==> config.mk <==
export PLATFORM = sky130hd
export DESIGN_NAME = problem_alu
export DESIGN_NICKNAME = d
export VERILOG_FILES = /design/src/rtl/problem_alu.sv
export SDC_FILE = /design/constraint.sdc
export NUM_CORES = 1
export LEC_CHECK = 0
export ABC_CLOCK_PERIOD_IN_PS = 6400
export BUFFER_PORTS_ARGS = -buffer_cell sky130_fd_sc_hd__buf_2
export CORE_MARGIN = 5
export CORE_UTILIZATION = 45
export CTS_CLUSTER_DIAMETER = 50
export CTS_CLUSTER_SIZE = 16
export DETAILED_ROUTE_END_ITERATION = 12
export PLACE_DENSITY = 0.83
export SYNTH_ARGS = -nofsm -noshare
export SYNTH_HDL_FRONTEND = slang
export SYNTH_SLANG_ARGS = --single-unit
==> constraint.sdc <==
create_clock -name clk -period 6.4 [get_ports clk]
set_clock_uncertainty 0.05 [all_clocks]
set_input_delay 0.32 -clock clk [delete_from_list [all_inputs] [get_ports clk]]
set_output_delay 0.32 -clock clk [all_outputs]
set_load 0.05 [all_outputs]
==> src/rtl/problem_alu.sv <==
// rtl/problem_alu.sv - registered four-function ALU with zero flag and optional carry/overflow (PROBLEM_ALU_FLAGS_EN)
module problem_alu #(
    parameter int WIDTH = 10
) (
    input  logic             clk,
    input  logic             rst,
    input  logic [WIDTH-1:0] a,
    input  logic [WIDTH-1:0] b,
    input  logic [1:0]       mode,
    input  logic             in_valid,
    output logic [WIDTH-1:0] y,
    output logic             is_zero,
    output logic             out_valid,
    output logic             carry,
    output logic             overflow
);

    localparam logic [1:0] MODE_PASS_A = 2'd0;
    localparam logic [1:0] MODE_PASS_B = 2'd1;
    localparam logic [1:0] MODE_ADD    = 2'd2;

    logic [WIDTH-1:0] sum;
    logic [WIDTH-1:0] diff;
    logic [WIDTH-1:0] y_next;

`ifdef PROBLEM_ALU_FLAGS_EN
    logic [WIDTH:0] sum_ext;
    logic [WIDTH:0] diff_ext;
    logic           carry_next;
    logic           overflow_next;

    // The extra top bit of the difference is the borrow, i.e. a < b.
    assign sum_ext  = {1'b0, a} + {1'b0, b};
    assign diff_ext = {1'b0, a} - {1'b0, b};
    assign sum      = sum_ext[WIDTH-1:0];
    assign diff     = diff_ext[WIDTH-1:0];

    always_comb begin
        carry_next    = 1'b0;
        overflow_next = 1'b0;
        case (mode)
            MODE_PASS_A, MODE_PASS_B: begin
                carry_next    = 1'b0;
                overflow_next = 1'b0;
            end
            MODE_ADD: begin
                carry_next    = sum_ext[WIDTH];
                overflow_next = (a[WIDTH-1] == b[WIDTH-1]) && (sum[WIDTH-1] != a[WIDTH-1]);
            end
            default: begin
                carry_next    = diff_ext[WIDTH];
                overflow_next = (a[WIDTH-1] != b[WIDTH-1]) && (diff[WIDTH-1] != a[WIDTH-1]);
            end
        endcase
    end

    always_ff @(posedge clk) begin
        if (rst) begin
            carry    <= 1'b0;
            overflow <= 1'b0;
        end else if (in_valid) begin
            carry    <= carry_next;
            overflow <= overflow_next;
        end
    end
`else
    assign sum      = a + b;
    assign diff     = a - b;
    assign carry    = 1'b0;
    assign overflow = 1'b0;
`endif

    always_comb begin
        y_next = a;
        case (mode)
            MODE_PASS_A: y_next = a;
            MODE_PASS_B: y_next = b;
            MODE_ADD:    y_next = sum;
            default:     y_next = diff;
        endcase
    end

    // Zero flag is derived from the value being loaded so it can never lag y.
    always_ff @(posedge clk) begin
        if (rst) begin
            y         <= '0;
            is_zero   <= 1'b1;
            out_valid <= 1'b0;
        end else begin
            out_valid <= in_valid;
            if (in_valid) begin
                y       <= y_next;
                is_zero <= (y_next == '0);
            end
        end
    end

endmodule

==> results of run 1 <==
worst max-delay path, delay by kind of cell:
family	cells	cell delay, ns
AO/OA/AOI/OAI	5	1.16
buffers and inverters	1	0.27
adder cells (fa/ha/maj)	1	0.46
AND/OR/NAND/NOR	1	0.54
multiplexers	2	0.64
synth_stat cells, types with 5 or more instances:
cell type and n:
sky130_fd_sc_hd__a211oi_1 7, sky130_fd_sc_hd__a21oi_1 11, sky130_fd_sc_hd__dfxtp_1 12, sky130_fd_sc_hd__ha_1 10, sky130_fd_sc_hd__inv_1 5, sky130_fd_sc_hd__mux2i_1 13
sky130_fd_sc_hd__nand2_1 7, sky130_fd_sc_hd__nor2_1 15, sky130_fd_sc_hd__nor2b_1 5, sky130_fd_sc_hd__o21ai_0 5, sky130_fd_sc_hd__xor2_1 8
where the power goes:
| part | internal [mW] | switching (mW) |
|---|---|---|
| Sequential | 0.0815 | 0.00289 |
| Combinational | 0.0558 | 0.0961 |
| Clock | 0.0346 | 0.0253 |
sequential cells by signal (all words and copies together) (netlist names):
signal	count
out_valid	1
is_zero	1
y	10
per-layer routing:
layer / vias up / part of all wire, % / track usage [%]
li1: 659 / - / -
met2: 28 / 49 / 26.5
met1: 573 / 46 / 20.1
met3: 2 / 4.6 / 3.63
met5: - / 0 / 0
met4: 0 / 0.94 / 2.90
logic make-up (layout without fill, tap and decap cells):
kind of cell | Yosys count | after routing | share of synthesized area (%)
buf+inv | 14 | 46 | 6.57
xor+xnor | 11 | 11 | 7.22
fa+ha+maj | 11 | 11 | 10.9
other cells | 1 | 2 | 0.281
mux | 15 | 15 | 11.4
compound gates | 47 | 47 | 25.2
simple gates | 48 | 48 | 20.4
flops | 12 | 12 | 18.0
layout by cell type (no fill, tap or decap), types with 4 or more instances in the layout:
cell type / count
sky130_fd_sc_hd__a211oi_1: 7
sky130_fd_sc_hd__a21oi_1: 11
sky130_fd_sc_hd__a31oi_1: 4
sky130_fd_sc_hd__buf_2: 36
sky130_fd_sc_hd__dfxtp_1: 12
sky130_fd_sc_hd__ha_1: 10
sky130_fd_sc_hd__inv_1: 5
sky130_fd_sc_hd__mux2i_1: 13
sky130_fd_sc_hd__nand2_1: 7
sky130_fd_sc_hd__nor2_1: 15
sky130_fd_sc_hd__nor2b_1: 5
sky130_fd_sc_hd__nor3_1: 4
sky130_fd_sc_hd__o21ai_0: 5
sky130_fd_sc_hd__xor2_1: 8
final timing paths:
path / start / endpoint / slack [ns] / cells after the start
setup / recovery: mode[1] / is_zero / 3.12 / 10
hold / removal: rst / out_valid / 0.28 / 2
setup reg to reg: y[9] / y[9] / 5.56 / 2
hold reg to reg: y[8] / y[8] / 0.43 / 1
area by class of cell:
class / instances / area (um^2)
timing repair buffer: 36 / 180
multi-input combinational: 134 / 1010
clock buffer: 4 / 36.3
sequential: 12 / 240
inverter: 6 / 22.5
tap: 31 / 38.8
fill: 284 / 1280
==> impl_metrics.py, run 1 <==
metrics = {
    "synthesis": {
        "synthCells": 159,
        "synth_seq_cells": 12,
        "commonest_register_cell_after_synthesis": "sky130_fd_sc_hd__dfxtp_1",
        "synth_seq_area_share_pct": 18.0,
        "postSynthAreaPerCell_um2": 8.39,
        "post_synth_num_cell_types": 49,
        "ys_warn_count": 0,
        "synth_enable_flop_cells": 0,
        "post_synthesis_async_set_or_reset_flop_share_pct": 0,
        "netlist.top_cell.by_area": "sky130_fd_sc_hd__dfxtp_1",
        "synth_top_cell_area_share_pct": 18.0,
        "mappedNetlistArea_um2": 1330,
        "post_synth_main_area_contributors": "sky130_fd_sc_hd__dfxtp_1, sky130_fd_sc_hd__mux2i_1, sky130_fd_sc_hd__ha_1",
    },
    "sta": {
        "worst_pin_slew_ns": 0.579,
        "layout_worst_path_cycle_share_pct": 51.2,
        "maximum_operating_frequency_ghz": 0.305,
        "final-max-slew-violation-count": 0,
        "final.setup.worst_slack_ns": 3.12,
        "layout_min_cycle_time_ns": 3.28,
        "fin_setup_tns_ns": 0,
        "maxSlewHeadroom_pct": 61.3,
        "hold_ws_ns": 0.278,
        "timing.final.hold_violations": 0,
        "grt_setup_unrepaired": "no",
        "setup_viol": 0,
    },
    "clocking": {
        "cts_tree": "built",
        "cts_setup_buffers": 0,
        "htreeDepth": 1,
        "hold_buffers": 0,
        "cts-root-buf": "sky130_fd_sc_hd__clkbuf_4",
        "clk-insertion-delay-late_ns": 0.27,
        "tritoncts.num_buffers": 3,
        "numClockSinks": 12,
        "max-clock-path-buffers": 2,
        "resize_count_post_cts": 0,
        "cts.reportedPaths.clkPinSlew_ns": 0.08,
    },
    "worst_setup_path": {
        "path_max_fanout": 19,
        "worst_setup_path_end_kind": "flip-flop",
        "critPathSlowestCell": "sky130_fd_sc_hd__nor2b_1",
        "critPathKind": "input port to flip-flop",
        "list_of_cells_traversed_by_the_critical_path": "buf_2 > nor2b_1 > mux2_2 > fa_1 > a211oi_1 > o21bai_1 > a31oi_1 > mux2i_1 > a32oi_1 > o41ai_2",
        "crit_path_max_incr_delay_ns": 0.54,
        "crit_path_start_kind": "input port",
        "arrival_ns": 3.41,
        "required_ns": 6.53,
    },
    "die": {
        "die_w_um": 64.4,
        "die_height_um": 64.4,
        "rows": 19,
        "floorplan.initialDensity_pct": 47.5,
        "placeableCoreArea_um2": 2810,
        "design.portCount": 39,
        "dieArea_um2": 4150,
    },
    "layout": {
        "fin_area_um2": 1530,
        "fin_nets": 229,
        "finish.cell_count_without_fillers": 223,
        "n_antenna_cell": 0,
        "finish.utilization_pct": 54.5,
        "area_growth_pct": 14.5,
        "drive_above_1_share_pct": 27.1,
    },
    "placement": {
        "place_hpwl_mm": 2.50,
        "place_inst": 219,
        "dp_slack_ns": 2.88,
        "dpl_cell_area_um2": 1490,
        "final_replace_weighted_congestion": 0.835,
        "buffer_ports.inserted": 36,
    },
    "power_and_ir_drop": {
        "power.leakage_nw": 0.722,
        "power_density_nw_per_um2": 194,
        "total_power_mw": 0.296,
        "irDropWorstVdd_v": 0.000149,
    },
    "global_route": {
        "antenna_found_initial": 0,
        "globalRoute.totalOverflow": 0,
        "grt_util_all_layers_pct": 15.5,
        "wire_length_of_the_first_global_routing_pass_mm": 5.44,
        "pin_count_of_the_biggest_net_entering_global_routing": 20,
        "number_of_global_route_vias_before_repair": 1206,
    },
    "flow_run": {
        "cap_violations": 0,
    },
    "drt": {
        "routed_wirelength_mm": 3.10,
        "drt_first_pass_iters": 4,
        "route.vias.total": 1262,
        "vias_per_inst": 5.66,
        "drc": 0,
        "wire_per_inst_um": 13.9,
        "drt_iter0_markers": 48,
        "antenna_left": 0,
    },
    "hold_path": {
        "worstHoldPathType": "input port to flip-flop",
    },
    "run_status": {
        "outcome": "finished clean",
    },
}
Note: power is estimated with default switching activity, not from simulation.
==> run 2, diff against run 1 <==
--- a/config.mk
+++ b/config.mk
@@ -5,14 +5,14 @@
 export SDC_FILE = /design/constraint.sdc
 export NUM_CORES = 1
 export LEC_CHECK = 0
-export ABC_CLOCK_PERIOD_IN_PS = 6400
+export ABC_CLOCK_PERIOD_IN_PS = 2850
 export BUFFER_PORTS_ARGS = -buffer_cell sky130_fd_sc_hd__buf_2
 export CORE_MARGIN = 5
 export CORE_UTILIZATION = 45
 export CTS_CLUSTER_DIAMETER = 50
 export CTS_CLUSTER_SIZE = 16
 export DETAILED_ROUTE_END_ITERATION = 12
-export PLACE_DENSITY = 0.83
+export PLACE_DENSITY = 0.86
 export SYNTH_ARGS = -nofsm -noshare
 export SYNTH_HDL_FRONTEND = slang
 export SYNTH_SLANG_ARGS = --single-unit
==> constraint.sdc (replaced) <==
create_clock -name clk -period 2.85 [get_ports clk]
set_clock_uncertainty 0.05 [all_clocks]
set_input_delay 0.1425 -clock clk [delete_from_list [all_inputs] [get_ports clk]]
set_output_delay 0.1425 -clock clk [all_outputs]
set_load 0.05 [all_outputs]
==> impl_metrics.py, run 2 (synthesis results as in run 1) <==
metrics = {
    "clocking": {
        "numClockSinks": 12,
        "max-clock-path-buffers": 2,
        "hold_buffers": 0,
        "cts.reportedPaths.clkPinSlew_ns": 0.08,
        "cts_setup_buffers": 0,
        "tritoncts.num_buffers": 3,
        "cts-root-buf": "sky130_fd_sc_hd__clkbuf_4",
        "cts_tree": "built",
        "htreeDepth": 1,
        "clk-insertion-delay-late_ns": 0.27,
        "resize_count_post_cts": 0,
    },
    "power_and_ir_drop": {
        "power.leakage_nw": 0.751,
        "irDropWorstVdd_v": 0.000345,
        "total_power_mw": 0.672,
        "power_density_nw_per_um2": 427,
    },
    "global_route": {
        "globalRoute.totalOverflow": 0,
        "number_of_global_route_vias_before_repair": 1236,
        "antenna_found_initial": 0,
        "wire_length_of_the_first_global_routing_pass_mm": 5.31,
        "grt_util_all_layers_pct": 15.5,
        "pin_count_of_the_biggest_net_entering_global_routing": 19,
    },
    "placement": {
        "final_replace_weighted_congestion": 0.856,
        "place_hpwl_mm": 2.65,
        "place_inst": 225,
        "buffer_ports.inserted": 36,
    },
    "sta": {
        "hold_ws_ns": 0.106,
        "layout_min_cycle_time_ns": 2.54,
        "maximum_operating_frequency_ghz": 0.394,
        "layout_worst_path_cycle_share_pct": 89.0,
        "grt_setup_unrepaired": "no",
        "final-max-slew-violation-count": 0,
        "fin_setup_tns_ns": 0,
        "setup_viol": 0,
        "timing.final.hold_violations": 0,
    },
    "layout": {
        "largest_register_ff_count": 10,
        "finish.cell_count_without_fillers": 229,
        "largest_registers": "y x10, is_zero x1, out_valid x1",
        "fin_nets": 235,
        "n_antenna_cell": 0,
        "area_growth_pct": 17.9,
        "layout.cells.most_common": "sky130_fd_sc_hd__buf_2",
        "final_cell_mix": "sky130_fd_sc_hd__buf_2, sky130_fd_sc_hd__nor2_1, sky130_fd_sc_hd__mux2i_1",
        "nFillCells": 283,
        "multiInputGateArea_um2": 1010,
        "drive_above_1_share_pct": 29.3,
        "regMostFlops": "y",
        "layout.area.seq_um2": 240,
    },
    "hold_path": {
        "worstHoldPathType": "input port to flip-flop",
    },
    "drt": {
        "route.vias.total": 1329,
        "vias_per_inst": 5.80,
        "routed_wirelength_mm": 3.21,
        "antenna_left": 0,
        "drc": 0,
        "drt_first_pass_iters": 4,
        "drt_iter0_markers": 18,
        "wire_per_inst_um": 14.0,
    },
    "worst_setup_path": {
        "crit_path_start_kind": "input port",
        "critPathSlowestCell": "sky130_fd_sc_hd__fa_1",
        "critPathKind": "input port to flip-flop",
        "crit_path_max_incr_delay_ns": 0.46,
        "arrival_ns": 2.66,
        "required_ns": 2.98,
        "list_of_cells_traversed_by_the_critical_path": "buf_2 > inv_1 > ha_1 > mux2_2 > fa_1 > a211oi_1 > o21bai_1 > a31oi_1 > mux2i_1 > a32oi_1 > o41ai_2",
        "r2r_slack_ns": 2.00,
        "path_max_fanout": 3,
        "worst_setup_path_end_kind": "flip-flop",
    },
    "die": {
        "design.portCount": 39,
        "die_w_um": 64.4,
        "rows": 19,
        "dieArea_um2": 4150,
        "floorplan.initialDensity_pct": 47.5,
        "die_height_um": 64.4,
        "placeableCoreArea_um2": 2810,
    },
    "flow_run": {
        "cap_violations": 0,
    },
    "run_status": {
        "outcome": "finished clean",
    },
}
-- run 2: changes by cell type in the layout (fill, tap and decap cells not counted), sizes merged --
| cell | before | now |
|---|---|---|
| buf | 36 | 42 |
-- run 2: final timing paths --
check / cells after the start / startpoint / endpoint
worst min-delay path: 2 / rst / out_valid
worst min register to register: 1 / y[8] / y[8]
worst max-delay path: 11 / b[0] / is_zero
worst max register to register: 2 / y[6] / y[6]
-- run 2: area by class of cell --
type	count	area share [%]
multi-input cells	134	64.2
flip-flops and latches	12	15.3
repair buffers	42	14.3
well taps	31	2.47
clock buffers	4	2.31
inverters	6	1.43
-- run 2: routing by layer --
layer / vias to the layer above / GRT usage (%) / wire length [um]
met5: - / 0 / 0
met4: 0 / 5.28 / 38
met3: 6 / 3.45 / 132
met2: 40 / 27.2 / 1600
met1: 616 / 18.8 / 1440
li1: 667 / - / -
-- run 2: metrics by stage --
stage / worst slack, ns / util (%) / instance area [um^2]
floorplan: 0.111 / - / 1340
global placement: 0.0843 / 54.8 / 1540
detailed placement: 0.0257 / 54.8 / 1540
CTS: 0.309 / 56.1 / 1570
global route: 0.144 / 56.1 / 1570
finish: 0.313 / 56.1 / 1570
-- run 2: critical path: cells and delay by family --
family	cells	cell delay (ns)
compound gates	5	1.15
mux	2	0.49
fa+ha+maj	2	0.74
buf+inv	2	0.13
-- run 2: power breakdown --
group | internal, mW | switching (mW) | leakage, nW
Clock | 0.0776 | 0.0559 | 0.0210
Combinational | 0.131 | 0.217 | 0.630
Sequential | 0.183 | 0.00694 | 0.0995
Total | 0.392 | 0.280 | 0.751
==> run 3, diff against run 2 <==
--- a/config.mk
+++ b/config.mk
@@ -6,7 +6,7 @@
 export NUM_CORES = 1
 export LEC_CHECK = 0
 export ABC_CLOCK_PERIOD_IN_PS = 2850
-export BUFFER_PORTS_ARGS = -buffer_cell sky130_fd_sc_hd__buf_2
+export BUFFER_PORTS_ARGS = -buffer_cell sky130_fd_sc_hd__buf_4
 export CORE_MARGIN = 5
 export CORE_UTILIZATION = 45
 export CTS_CLUSTER_DIAMETER = 50
==> impl_metrics.py, run 3 (synthesis results as in run 1) <==
metrics = {
    "sta": {
        "layout_min_cycle_time_ns": 2.54,
        "layout_worst_path_cycle_share_pct": 89.2,
        "final-max-slew-violation-count": 0,
        "hold_ws_ns": 0.0415,
        "setup_viol": 0,
        "fin_setup_tns_ns": 0,
        "maximum_operating_frequency_ghz": 0.393,
        "grt_setup_unrepaired": "no",
        "timing.final.hold_violations": 0,
    },
    "power_and_ir_drop": {
        "power.leakage_nw": 0.775,
        "irDropWorstVdd_v": 0.000292,
        "power_density_nw_per_um2": 417,
    },
    "clocking": {
        "hold_buffers": 0,
        "resize_count_post_cts": 0,
        "max-clock-path-buffers": 2,
        "cts.reportedPaths.clkPinSlew_ns": 0.08,
        "htreeDepth": 1,
        "cts_setup_buffers": 0,
        "cts_tree": "built",
        "cts-root-buf": "sky130_fd_sc_hd__clkbuf_4",
        "tritoncts.num_buffers": 3,
        "numClockSinks": 12,
        "clk-insertion-delay-late_ns": 0.27,
    },
    "placement": {
        "place_hpwl_mm": 2.61,
        "final_replace_weighted_congestion": 0.830,
        "buffer_ports.inserted": 36,
    },
    "die": {
        "rows": 19,
        "placeableCoreArea_um2": 2810,
        "floorplan.initialDensity_pct": 47.5,
        "dieArea_um2": 4150,
        "design.portCount": 39,
        "die_height_um": 64.4,
        "die_w_um": 64.4,
    },
    "worst_setup_path": {
        "end_point_of_the_critical_path": "is_zero",
        "critical_path.startpoint": "b[1]",
        "arrival_ns": 2.67,
        "path_max_fanout": 6,
        "crit_path_start_kind": "input port",
        "r2r_slack_ns": 1.99,
        "required_ns": 2.98,
        "ff_to_ff_end": "y[9]",
        "rr_worst_depth": 2,
        "crit-reg2reg-launch": "y[9]",
        "worst_setup_path_end_kind": "flip-flop",
        "critPathKind": "input port to flip-flop",
    },
    "drt": {
        "drt_first_pass_iters": 4,
        "wire_per_inst_um": 13.6,
        "routed_wirelength_mm": 3.11,
        "antenna_left": 0,
        "vias_per_inst": 5.75,
        "drc": 0,
        "route.vias.total": 1316,
        "drt_iter0_markers": 27,
    },
    "layout": {
        "regMostFlops": "y",
        "drive_above_1_share_pct": 29.3,
        "finish.utilization_pct": 59.3,
        "largest_registers": "y x10, is_zero x1, out_valid x1",
        "fin_nets": 235,
        "n_antenna_cell": 0,
        "largest_register_ff_count": 10,
        "area_growth_pct": 24.7,
        "final_cell_mix": "sky130_fd_sc_hd__buf_4, sky130_fd_sc_hd__nor2_1, sky130_fd_sc_hd__mux2i_1",
        "layout.cells.most_common": "sky130_fd_sc_hd__buf_4",
    },
    "global_route": {
        "use_met2_pct": 28.1,
        "grt_util_all_layers_pct": 15.6,
        "m1_gr_usage_pct": 18.8,
        "wire_length_of_the_first_global_routing_pass_mm": 5.34,
        "antenna_found_initial": 0,
        "number_of_global_route_vias_before_repair": 1281,
        "gr-max-usage-layer": "met2",
        "pin_count_of_the_biggest_net_entering_global_routing": 19,
        "grt_use_met3_pct": 3.45,
        "globalRoute.totalOverflow": 0,
    },
    "flow_run": {
        "cap_violations": 0,
    },
    "hold_path": {
        "worstHoldPathType": "input port to flip-flop",
    },
    "run_status": {
        "outcome": "finished clean",
    },
}
[run 3: cell counts in the layout (fill, tap and decap cells not counted)]
No cell type changed its count.
[run 3: critical path, stage by stage]
cell                       delay, ns
sky130_fd_sc_hd__buf_4          0.11
sky130_fd_sc_hd__inv_1          0.05
sky130_fd_sc_hd__ha_1           0.26
sky130_fd_sc_hd__mux2_2         0.29
sky130_fd_sc_hd__fa_1           0.46
sky130_fd_sc_hd__a211oi_1       0.33
sky130_fd_sc_hd__o21bai_1       0.14
sky130_fd_sc_hd__a31oi_1        0.23
sky130_fd_sc_hd__mux2i_1        0.21
sky130_fd_sc_hd__a32oi_1        0.10
sky130_fd_sc_hd__o41ai_2        0.33
[run 3: how the worst min path moves through the flow]
| stage | start | endpoint | cells after the start |
|---|---|---|---|
| 6_report | rst | y[4] | 2 |
| 5_1_grt | rst | y[5] | 2 |
| 3_5_place_dp | rst | y[5] | 2 |
| 2_1_floorplan | in_valid | out_valid | 2 |
| 4_1_cts | rst | y[4] | 2 |
| 3_3_place_gp | rst | y[4] | 2 |
[run 3: where the power goes]
group	total [mW]	switching (mW)	internal [mW]
combinational	0.367	0.215	0.152
clock	0.135	0.0574	0.0777
sequential	0.191	0.00744	0.183
[run 3: stage by stage]
step	setup slack, ns	instance area (um^2)	instances	total power, mW
after floorplan	0.111	1340	160	0.458
after global placement	0.0798	1630	225	0.557
after detailed placement	0.0293	1630	225	0.563
after CTS	0.320	1660	229	0.700
after global routing	0.120	1660	229	0.750
final	0.307	1660	229	0.693
[run 3: cell type report]
cell class | instances | area, um^2
fill | 272 | 1140
sequential | 12 | 240
inverter | 6 | 22.5
timing repair buffer | 42 | 315
tap | 31 | 38.8
multi-input combinational | 134 | 1010
clock buffer | 4 | 36.3
[run 3: routing by layer]
| metal | vias up | part of all wire [%] |
|---|---|---|
| met2 | 29 | 51 |
| met3 | 6 | 3.7 |
| met5 | - | 0 |
| li1 | 672 | - |
| met1 | 609 | 45 |
| met4 | 0 | 1.2 |
